File: config.mk
export PLATFORM = sky130hd
export DESIGN_NAME = serial_subtractor_flat
export DESIGN_NICKNAME = d
export VERILOG_FILES = /design/src/rtl/serial_subtractor_if.sv /design/src/rtl/serial_subtractor.sv /design/src/flat_wrapper.sv
export SDC_FILE = /design/constraint.sdc
export NUM_CORES = 1
export LEC_CHECK = 0
export CORE_MARGIN = 5
export CORE_UTILIZATION = 25
export DETAILED_ROUTE_END_ITERATION = 10
export GPL_TIMING_DRIVEN = 1
export HOLD_SLACK_MARGIN = 0.12
export PLACE_DENSITY = 0.53
export SLEW_MARGIN = 20
export SYNTH_ARGS = -nofsm -noshare
export SYNTH_HDL_FRONTEND = slang
export SYNTH_SLANG_ARGS = --single-unit
export TNS_END_PERCENT = 50
File: constraint.sdc
create_clock -name clk -period 7.1 [get_ports clk]
set_clock_uncertainty 0.15 [all_clocks]
set_input_delay 1.065 -clock clk [delete_from_list [all_inputs] [get_ports clk]]
set_output_delay 1.065 -clock clk [all_outputs]
set_load 0.005 [all_outputs]
File: src/rtl/serial_subtractor_if.sv
// Request/result port bundle for serial_subtractor.
// Optional overflow flag present only when SUB_OVF_EN is defined.
interface serial_subtractor_if #(
    parameter int unsigned N = 4
) ();
    logic         in_valid;
    logic         in_ready;
    logic [N-1:0] a;
    logic [N-1:0] b;
    logic         bin;
    logic         out_valid;
    logic         out_ready;
    logic [N-1:0] diff;
    logic         bout;
`ifdef SUB_OVF_EN
    logic         ovf;
`endif

    // Requester / consumer side
    modport master (
        output in_valid, a, b, bin, out_ready,
        input  in_ready, out_valid, diff, bout
`ifdef SUB_OVF_EN
        , input ovf
`endif
    );

    // Subtractor side
    modport slave (
        input  in_valid, a, b, bin, out_ready,
        output in_ready, out_valid, diff, bout
`ifdef SUB_OVF_EN
        , output ovf
`endif
    );
endinterface

File: src/rtl/serial_subtractor.sv
// Digit-serial subtractor: diff = a - b - bin, D bits per cycle, LSB first.
// Optional macro SUB_OVF_EN adds a registered signed-overflow flag (bus.ovf).
module serial_subtractor #(
    parameter int unsigned N = 4,
    parameter int unsigned D = 1
) (
    input  logic                clk,
    input  logic                rst_n,
    serial_subtractor_if.slave  bus
);
    localparam int unsigned SLICES = (D == 0) ? 1 : N / D;
    localparam int unsigned CW     = (SLICES > 1) ? $clog2(SLICES) : 1;
    localparam int unsigned DW     = D + 1;
    localparam logic [CW-1:0] LAST = CW'(SLICES - 1);

    // Reject configurations the slice datapath cannot handle
    if ((N < 1) || (D < 1) || (D > N) || ((N % D) != 0)) begin : g_bad_cfg
        $error("serial_subtractor: N must be >= 1 and a multiple of D");
    end
    if ($bits(bus.a) != N) begin : g_bad_if
        $error("serial_subtractor: interface width does not match N");
    end

    typedef enum logic [1:0] {
        IDLE = 2'd0,
        BUSY = 2'd1,
        DONE = 2'd2
    } state_t;

    state_t        state, state_n;
    logic [N-1:0]  a_q, b_q, diff_q;
    logic [CW-1:0] cnt_q;
    logic          brw_q, bout_q;
    logic          in_ready_q, out_valid_q;
    logic          in_ready_n, out_valid_n;
    logic [D-1:0]  a_s, b_s, d_s;
    logic          brw_n;
    logic          accept, last_slice;
`ifdef SUB_OVF_EN
    logic          ovf_q;
`endif

    assign accept     = (state == IDLE) && bus.in_valid;
    assign last_slice = (cnt_q == LAST);

    // Current slice subtraction at width D+1; the top bit is the new borrow
    always_comb begin
        a_s = a_q[cnt_q * D +: D];
        b_s = b_q[cnt_q * D +: D];
        {brw_n, d_s} = {1'b0, a_s} - {1'b0, b_s} - DW'(brw_q);
    end

    // State register
    always_ff @(posedge clk) begin
        if (!rst_n) state <= IDLE;
        else        state <= state_n;
    end

    // Next-state logic
    always_comb begin
        state_n = state;
        case (state)
            IDLE:    if (bus.in_valid)  state_n = BUSY;
            BUSY:    if (last_slice)    state_n = DONE;
            DONE:    if (bus.out_ready) state_n = IDLE;
            default:                    state_n = IDLE;
        endcase
    end

    // Handshake outputs for the upcoming state, registered below
    always_comb begin
        in_ready_n  = 1'b0;
        out_valid_n = 1'b0;
        case (state_n)
            IDLE:    in_ready_n  = 1'b1;
            DONE:    out_valid_n = 1'b1;
            default: ;
        endcase
    end

    // Operand capture, slice walk and result registers
    always_ff @(posedge clk) begin
        if (!rst_n) begin
            a_q         <= '0;
            b_q         <= '0;
            diff_q      <= '0;
            cnt_q       <= '0;
            brw_q       <= 1'b0;
            bout_q      <= 1'b0;
            in_ready_q  <= 1'b1;
            out_valid_q <= 1'b0;
`ifdef SUB_OVF_EN
            ovf_q       <= 1'b0;
`endif
        end else begin
            in_ready_q  <= in_ready_n;
            out_valid_q <= out_valid_n;
            if (accept) begin
                a_q   <= bus.a;
                b_q   <= bus.b;
                brw_q <= bus.bin;
                cnt_q <= '0;
            end
            if (state == BUSY) begin
                diff_q[cnt_q * D +: D] <= d_s;
                brw_q                  <= brw_n;
                cnt_q                  <= cnt_q + CW'(1);
                if (last_slice) begin
                    bout_q <= brw_n;
`ifdef SUB_OVF_EN
                    ovf_q  <= (a_q[N-1] != b_q[N-1]) && (d_s[D-1] != a_q[N-1]);
`endif
                end
            end
        end
    end

    assign bus.in_ready  = in_ready_q;
    assign bus.out_valid = out_valid_q;
    assign bus.diff      = diff_q;
    assign bus.bout      = bout_q;
`ifdef SUB_OVF_EN
    assign bus.ovf       = ovf_q;
`endif

endmodule

File: src/flat_wrapper.sv
// flat-port wrapper written by rule: the top's interface ports become plain ports
module serial_subtractor_flat 
#(
    parameter int unsigned N = 4,
    parameter int unsigned D = 1
)
  (clk, rst_n, bus_in_valid, bus_a, bus_b, bus_bin, bus_out_ready, bus_in_ready, bus_out_valid, bus_diff, bus_bout);
  serial_subtractor_if #(.N(N)) bus_i ();
  input  logic clk;
  input  logic rst_n;
  input wire logic [$bits(bus_i.in_valid)-1:0] bus_in_valid;
  input wire logic [$bits(bus_i.a)-1:0] bus_a;
  input wire logic [$bits(bus_i.b)-1:0] bus_b;
  input wire logic [$bits(bus_i.bin)-1:0] bus_bin;
  input wire logic [$bits(bus_i.out_ready)-1:0] bus_out_ready;
  output wire logic [$bits(bus_i.in_ready)-1:0] bus_in_ready;
  output wire logic [$bits(bus_i.out_valid)-1:0] bus_out_valid;
  output wire logic [$bits(bus_i.diff)-1:0] bus_diff;
  output wire logic [$bits(bus_i.bout)-1:0] bus_bout;
  assign bus_i.in_valid = bus_in_valid;
  assign bus_i.a = bus_a;
  assign bus_i.b = bus_b;
  assign bus_i.bin = bus_bin;
  assign bus_i.out_ready = bus_out_ready;
  assign bus_in_ready = bus_i.in_ready;
  assign bus_out_valid = bus_i.out_valid;
  assign bus_diff = bus_i.diff;
  assign bus_bout = bus_i.bout;
  serial_subtractor #(.N(N), .D(D)) u_core (.clk(clk), .rst_n(rst_n), .bus(bus_i));
endmodule
==> run metrics, run 1 <==
Worst setup SP type=input pin; FP Rows=22; worst hold endpoint=u_core.bus.diff[3]; RSZ-0062 raised after global routing=false; post-DP HPWL=~1400 um; status=finished clean; CP Data Required Time=about 7.2 ns; Seq pwr share=44.4%; total negative setup slack=0 ns; switching portion of total power=22.2%; Final GP Congestion=a little under 0.7; Pleak=0.504 nW; initial antenna violation count=0; Gate power share=14.5%; clock network power share=41.1%; number of global-route vias before repair=between 600 and 700; DIE HEIGHT=72.8 um; r2r endpoint=u_core.bus.diff[0]; DRC=0; syn avg cell area=~11 um2; DIE WIDTH=between 70 and 80 um; number of distinct library cells after synthesis=28; H-tree depth=1; ant diodes=0; WL per Instance=~12 um; fraction of the yosys area taken by sequential cells=40.6%; actual slew at the worst max-slew pin=approximately 0.69 ns; worst skew pair latency=between 0.2 and 0.3 ns; sw power=slightly above 0.00006 W; CTS Buf Count=3; area share of the leading cell type in the synthesized netlist=about two fifths; top-count cell post-synth=dfxtp_1; Die ar.=0.00530 mm2; worst hold start=u_core.bus.diff[3]; clk sink count=20; Buffers on Ports=19; Setup Crit Path Kind=input pin to flop; Util after Layout=~34%; Pint=about 0.00022 W; CTS tree=done; total grt overflow=0; largest net degree at the start of global routing=21; clk slew on worst S/H paths=roughly 0.080 ns; Crit Path Max Fanout=20; Synth area leaders=dfxtp_1, mux2i_1, ha_1; Synth async-reset ratio=0%; HP Class=flop to flop; worst reg2reg startpoint=u_core.cnt_q[0]; Clk Tree Root Cell=clkbuf_8; Power Density=approximately 220 mW/mm2; EDFF count, synth=0; FMAX=around 380 MHz; Global Route Usage Sum=7.45%; Slowest cell on crit path=clkdlybuf4s50_1; Avg Vias per Cell=4.27; cts hold-fix bufs=0; hold_ws=between 0.3 and 0.4 ns; Hold Violations, Final=0; first-pass GRT wire length=3130 um; Placeable Area=0.00374 mm2; FF-to-FF setup slack=4.54 ns; Non-Filler Instances=roughly 160; largest stage delay on the critical path=about 0.88 ns; ys flop type=dfxtp_1; Synth area leader=dfxtp_1; crit path DAT=between 2 and 3 ns; fin crit share=between 30 and 40%; CP Cell Sequence=clkdlybuf4s50_1 > nand2b_1 > nor4b_4 > a31o_1; antenna-violating nets left=0; Total Nets Final=around 130; Tmin final=about 2.6 ns; Cell Area, Synth=986 um2; post-CTS sizing=0; First-pass DRT Iterations=3; Cells after DPL=~150; final instance area=0.00129 mm2; register area=roughly 400 um2; Max Cap Viol=0; Worst Setup SP=rst_n; Initial Util=between 20% and 30%; postcts setup bufs=0; Max-slew headroom=between 50 and 60%; Max IR drop VDD=about 0.097 mV; Yosys reg bits=20; Reg2Reg Depth=5; pins over their slew limit=0; synth warn=0; share of cells above drive strength 1=slightly above 8%; # fillers=approximately 390; Hold Path Stages=1; synthesized instance count=91; DRT iter0 DRCs=12; drt total wl=approximately 1800 um; Post-Syn Nets=111; Worst Setup End Kind=flop; area of the multi-input gates=between 500 and 600 um2; Ports=20; via count=a little under 700; Area Overhead vs Synth=30.5%; DP Area=between 0.001 and 0.0015 mm2; final setup fails=0; CTS Buffer Depth=2; top post-synthesis cells by count=dfxtp_1, nor2b_1, mux2i_1, nand2b_1, ha_1
worst max-delay path by stage:
stage / to / slack, ns
global placement: u_core.bus.diff[1] / 4.24
CTS: u_core.bus.diff[1] / 4.47
floorplan: u_core.bus.diff[0] / 4.78
detailed placement: u_core.bus.diff[1] / 4.21
finish: u_core.bus.diff[1] / 4.49
global route: u_core.bus.diff[0] / 4.39
worst max-delay path: cells and delay by family:
| family | cells | cell delay, ns |
|---|---|---|
| simple gates | 2 | 0.54 |
| compound gates | 1 | 0.17 |
| buf+inv | 1 | 0.88 |
power by group through the flow:
| stage | registers [W] | clock network (W) | logic [W] |
|---|---|---|---|
| 2_1_floorplan | 0.000124 | 0 | 0.0000287 |
| 3_3_place_gp | 0.000126 | 0 | 0.0000400 |
| 3_5_place_dp | 0.000126 | 0 | 0.0000406 |
| 4_1_cts | 0.000123 | 0.000119 | 0.0000407 |
| 5_1_grt | 0.000124 | 0.000123 | 0.0000442 |
| 6_report | 0.000123 | 0.000114 | 0.0000402 |
kinds of logic after synthesis:
group | Yosys count | share of synthesized area (%)
simple gates | 31 | 20.6
fa+ha+maj | 7 | 9.64
mux | 11 | 13.7
buf+inv | 8 | 4.06
flops | 20 | 40.6
compound gates | 14 | 11.4
state kept, by name (all words and copies together), names as in the netlist:
name	cells
u_core.cnt_q	2
u_core.bus.bout	1
u_core.brw_q	1
u_core.a_q	4
u_core.state	2
u_core.bus.diff	4
u_core.bus.out_valid	1
u_core.bus.in_ready	1
u_core.b_q	4
area by class of cell:
cell class	count	share of cell area [%]
sequential	20	31.1
clock inverter	1	2.33
clock buffer	3	3.21
inverter	3	0.875
multi-input combinational	63	42.4
timing repair buffer	20	15.4
tap	48	4.67
per-layer routing:
layer  GRT usage (%)  vias up  part of all wire (%)
met4            2.46        0                     0
met1            9.78      311                    47
met3            2.20        0                   5.0
met5               0        -                     0
li1                -      352                     -
met2            11.6       11                    48
cells in the final DEF (no fill, tap or decap):
cell type	count
clkdlybuf4s50_1	19
ha_1	6
o2111a_1	1
and3_1	1
o21a_1	3
inv_1	3
a21boi_0	2
fa_1	1
o21ba_2	1
clkbuf_8	3
a31o_1	1
mux4_2	2
buf_4	1
nor2_1	1
a32o_1	1
nand2_1	5
nor2b_1	11
nand2b_1	7
mux2i_1	9
o211a_1	1
a21oi_1	3
dfxtp_1	20
nor4b_4	1
bufinv_16	1
nor4b_1	1
nor3_1	1
and3b_1	1
nor3b_1	2
a41o_1	1
through the flow:
step	worst slack, ns	power, W
5_1_grt	4.39	0.000292
2_1_floorplan	4.78	0.000152
4_1_cts	4.47	0.000283
3_3_place_gp	4.24	0.000166
3_5_place_dp	4.21	0.000167
6_report	4.49	0.000277
Note: power is estimated with default switching activity, not from simulation.
==> inputs of run 2 (changes only) <==
Clock period 7.1 ns to 2.7 ns, I/O delays scaled along.
==> run 2 against run 1 <==
Compared with the run above: register-to-register slack got worse by 4.1 ns; wire length decreased by 1.2%; sequential share of layout area about the same; first-iteration DRC count increased by 67%; final cell count increased by 1.3%; sequential power increased to 2.6 times the previous value; critical path type is now flop to flop; critical endpoint is now u_core.bus.diff[0].
==> run metrics, run 2 (synthesis results as in run 1) <==
slack of the critical path=0.453 ns; total grt overflow=0; Total Nets Final=~130; postcts setup bufs=0; final setup fails=0; DRC=0; ant diodes=0; H-tree depth=1; commonest cells after routing, fill and taps aside=dfxtp_1, clkdlybuf4s50_1, nor2b_1, mux2i_1, nand2b_1; RSZ-0062 raised after global routing=false; Final GP Congestion=approximately 0.77; FMAX=roughly 450 MHz; area of the multi-input gates=about 550 um2; Area Overhead vs Synth=30.3%; Clk Tree Root Cell=clkbuf_8; Crit Path Max Fanout=3; total power draw=around 0.00066 W; Setup Crit Path Kind=flop to flop; actual slew at the worst max-slew pin=roughly 0.66 ns; hold_ws=between 0.3 and 0.4 ns; pins over their slew limit=0; total negative setup slack=0 ns; status=finished clean; register area=~400 um2; CTS tree=done; CTS Buffer Depth=2; largest net degree at the start of global routing=20; Power Density=approximately 510 mW/mm2; Pleak=roughly 0.51 nW; antenna-violating nets left=0; via count=approximately 690; clk slew on worst S/H paths=roughly 0.070 ns; initial antenna violation count=0; CP Data Required Time=approximately 2.8 ns; FP Rows=22; worst skew pair latency=about 0.25 ns; Ports=20; post-DP HPWL=1360 um; cts hold-fix bufs=0; Global Route Usage Sum=about 7.3%; number of global-route vias before repair=675; drt total wl=~1800 um; Setup Slack @ Placement=around 0.44 ns; DRT iter0 DRCs=20; Buffers on Ports=19; Placeable Area=between 0.003 and 0.004 mm2; share of cells above drive strength 1=under 10%; First-pass DRT Iterations=4; # fillers=around 400; DIE WIDTH=about 73 um; Die ar.=0.00530 mm2; HP Class=flop to flop; WL per Instance=11.3 um; fin crit share=between 80% and 90%; Hold Violations, Final=0; Max IR drop VDD=around 0.45 mV; CTS Buf Count=3; crit path DAT=2.30 ns; Tmin final=2.25 ns; Worst Setup End Kind=flop; most common cell after layout, fill and taps aside=dfxtp_1; post-CTS sizing=0; Max Cap Viol=0; Worst setup SP type=flop; clk sink count=20; Max-slew headroom=55.7%; Avg Vias per Cell=4.29; DIE HEIGHT=~73 um; Initial Util=26.3%; first-pass GRT wire length=about 3100 um
[run 2: power by group]
part | leakage, nW | switching [W] | total [W] | internal, W
sequential | 0.164 | 0.0000109 | 0.000321 | 0.000310
combinational | 0.315 | 0.0000480 | 0.000110 | 0.0000622
clock | 0.0288 | 0.0000989 | 0.000229 | 0.000130
total | 0.507 | 0.000158 | 0.000660 | 0.000502
[run 2: through the flow]
step | area, um2 | std cells | utilization, %
floorplan | 986 | 91 | -
global placement | 1230 | 156 | 32.9
detailed placement | 1230 | 156 | 32.9
CTS | 1280 | 160 | 34.3
global route | 1280 | 160 | 34.3
finish | 1280 | 160 | 34.3
[run 2: final timing paths]
check                                         from                 end  slack [ns]  cells after the start
worst max-delay path               u_core.cnt_q[0]  u_core.bus.diff[0]        0.45                      5
worst min-delay path            u_core.bus.diff[3]  u_core.bus.diff[3]        0.36                      1
worst max register to register     u_core.cnt_q[0]  u_core.bus.diff[0]        0.45                      5
worst min register to register  u_core.bus.diff[3]  u_core.bus.diff[3]        0.36                      1
[run 2: critical path: stages, from the launching register on]
cell and delay (ns):
dfxtp_1 0.40, mux4_2 0.54, fa_1 0.54, nor4b_1 0.28, and3_1 0.19, o21a_1 0.10
[run 2: per-layer routing]
layer / GRT usage [%] / vias to the layer above / share of wire, %
li1: - / 356 / -
met1: 9.03 / 315 / 47
met2: 12.2 / 13 / 47
met3: 3.31 / 2 / 5.9
met4: 0.615 / 0 / 0.33
met5: 0 / - / 0
[run 2: final cells by class]
type / instances / area share, %
Sequential cell: 20 / 31.2
Multi-Input combinational cell: 63 / 42.5
Inverter: 3 / 0.876
Timing Repair Buffer: 22 / 16.6
Tap cell: 48 / 4.67
Clock buffer: 4 / 4.28
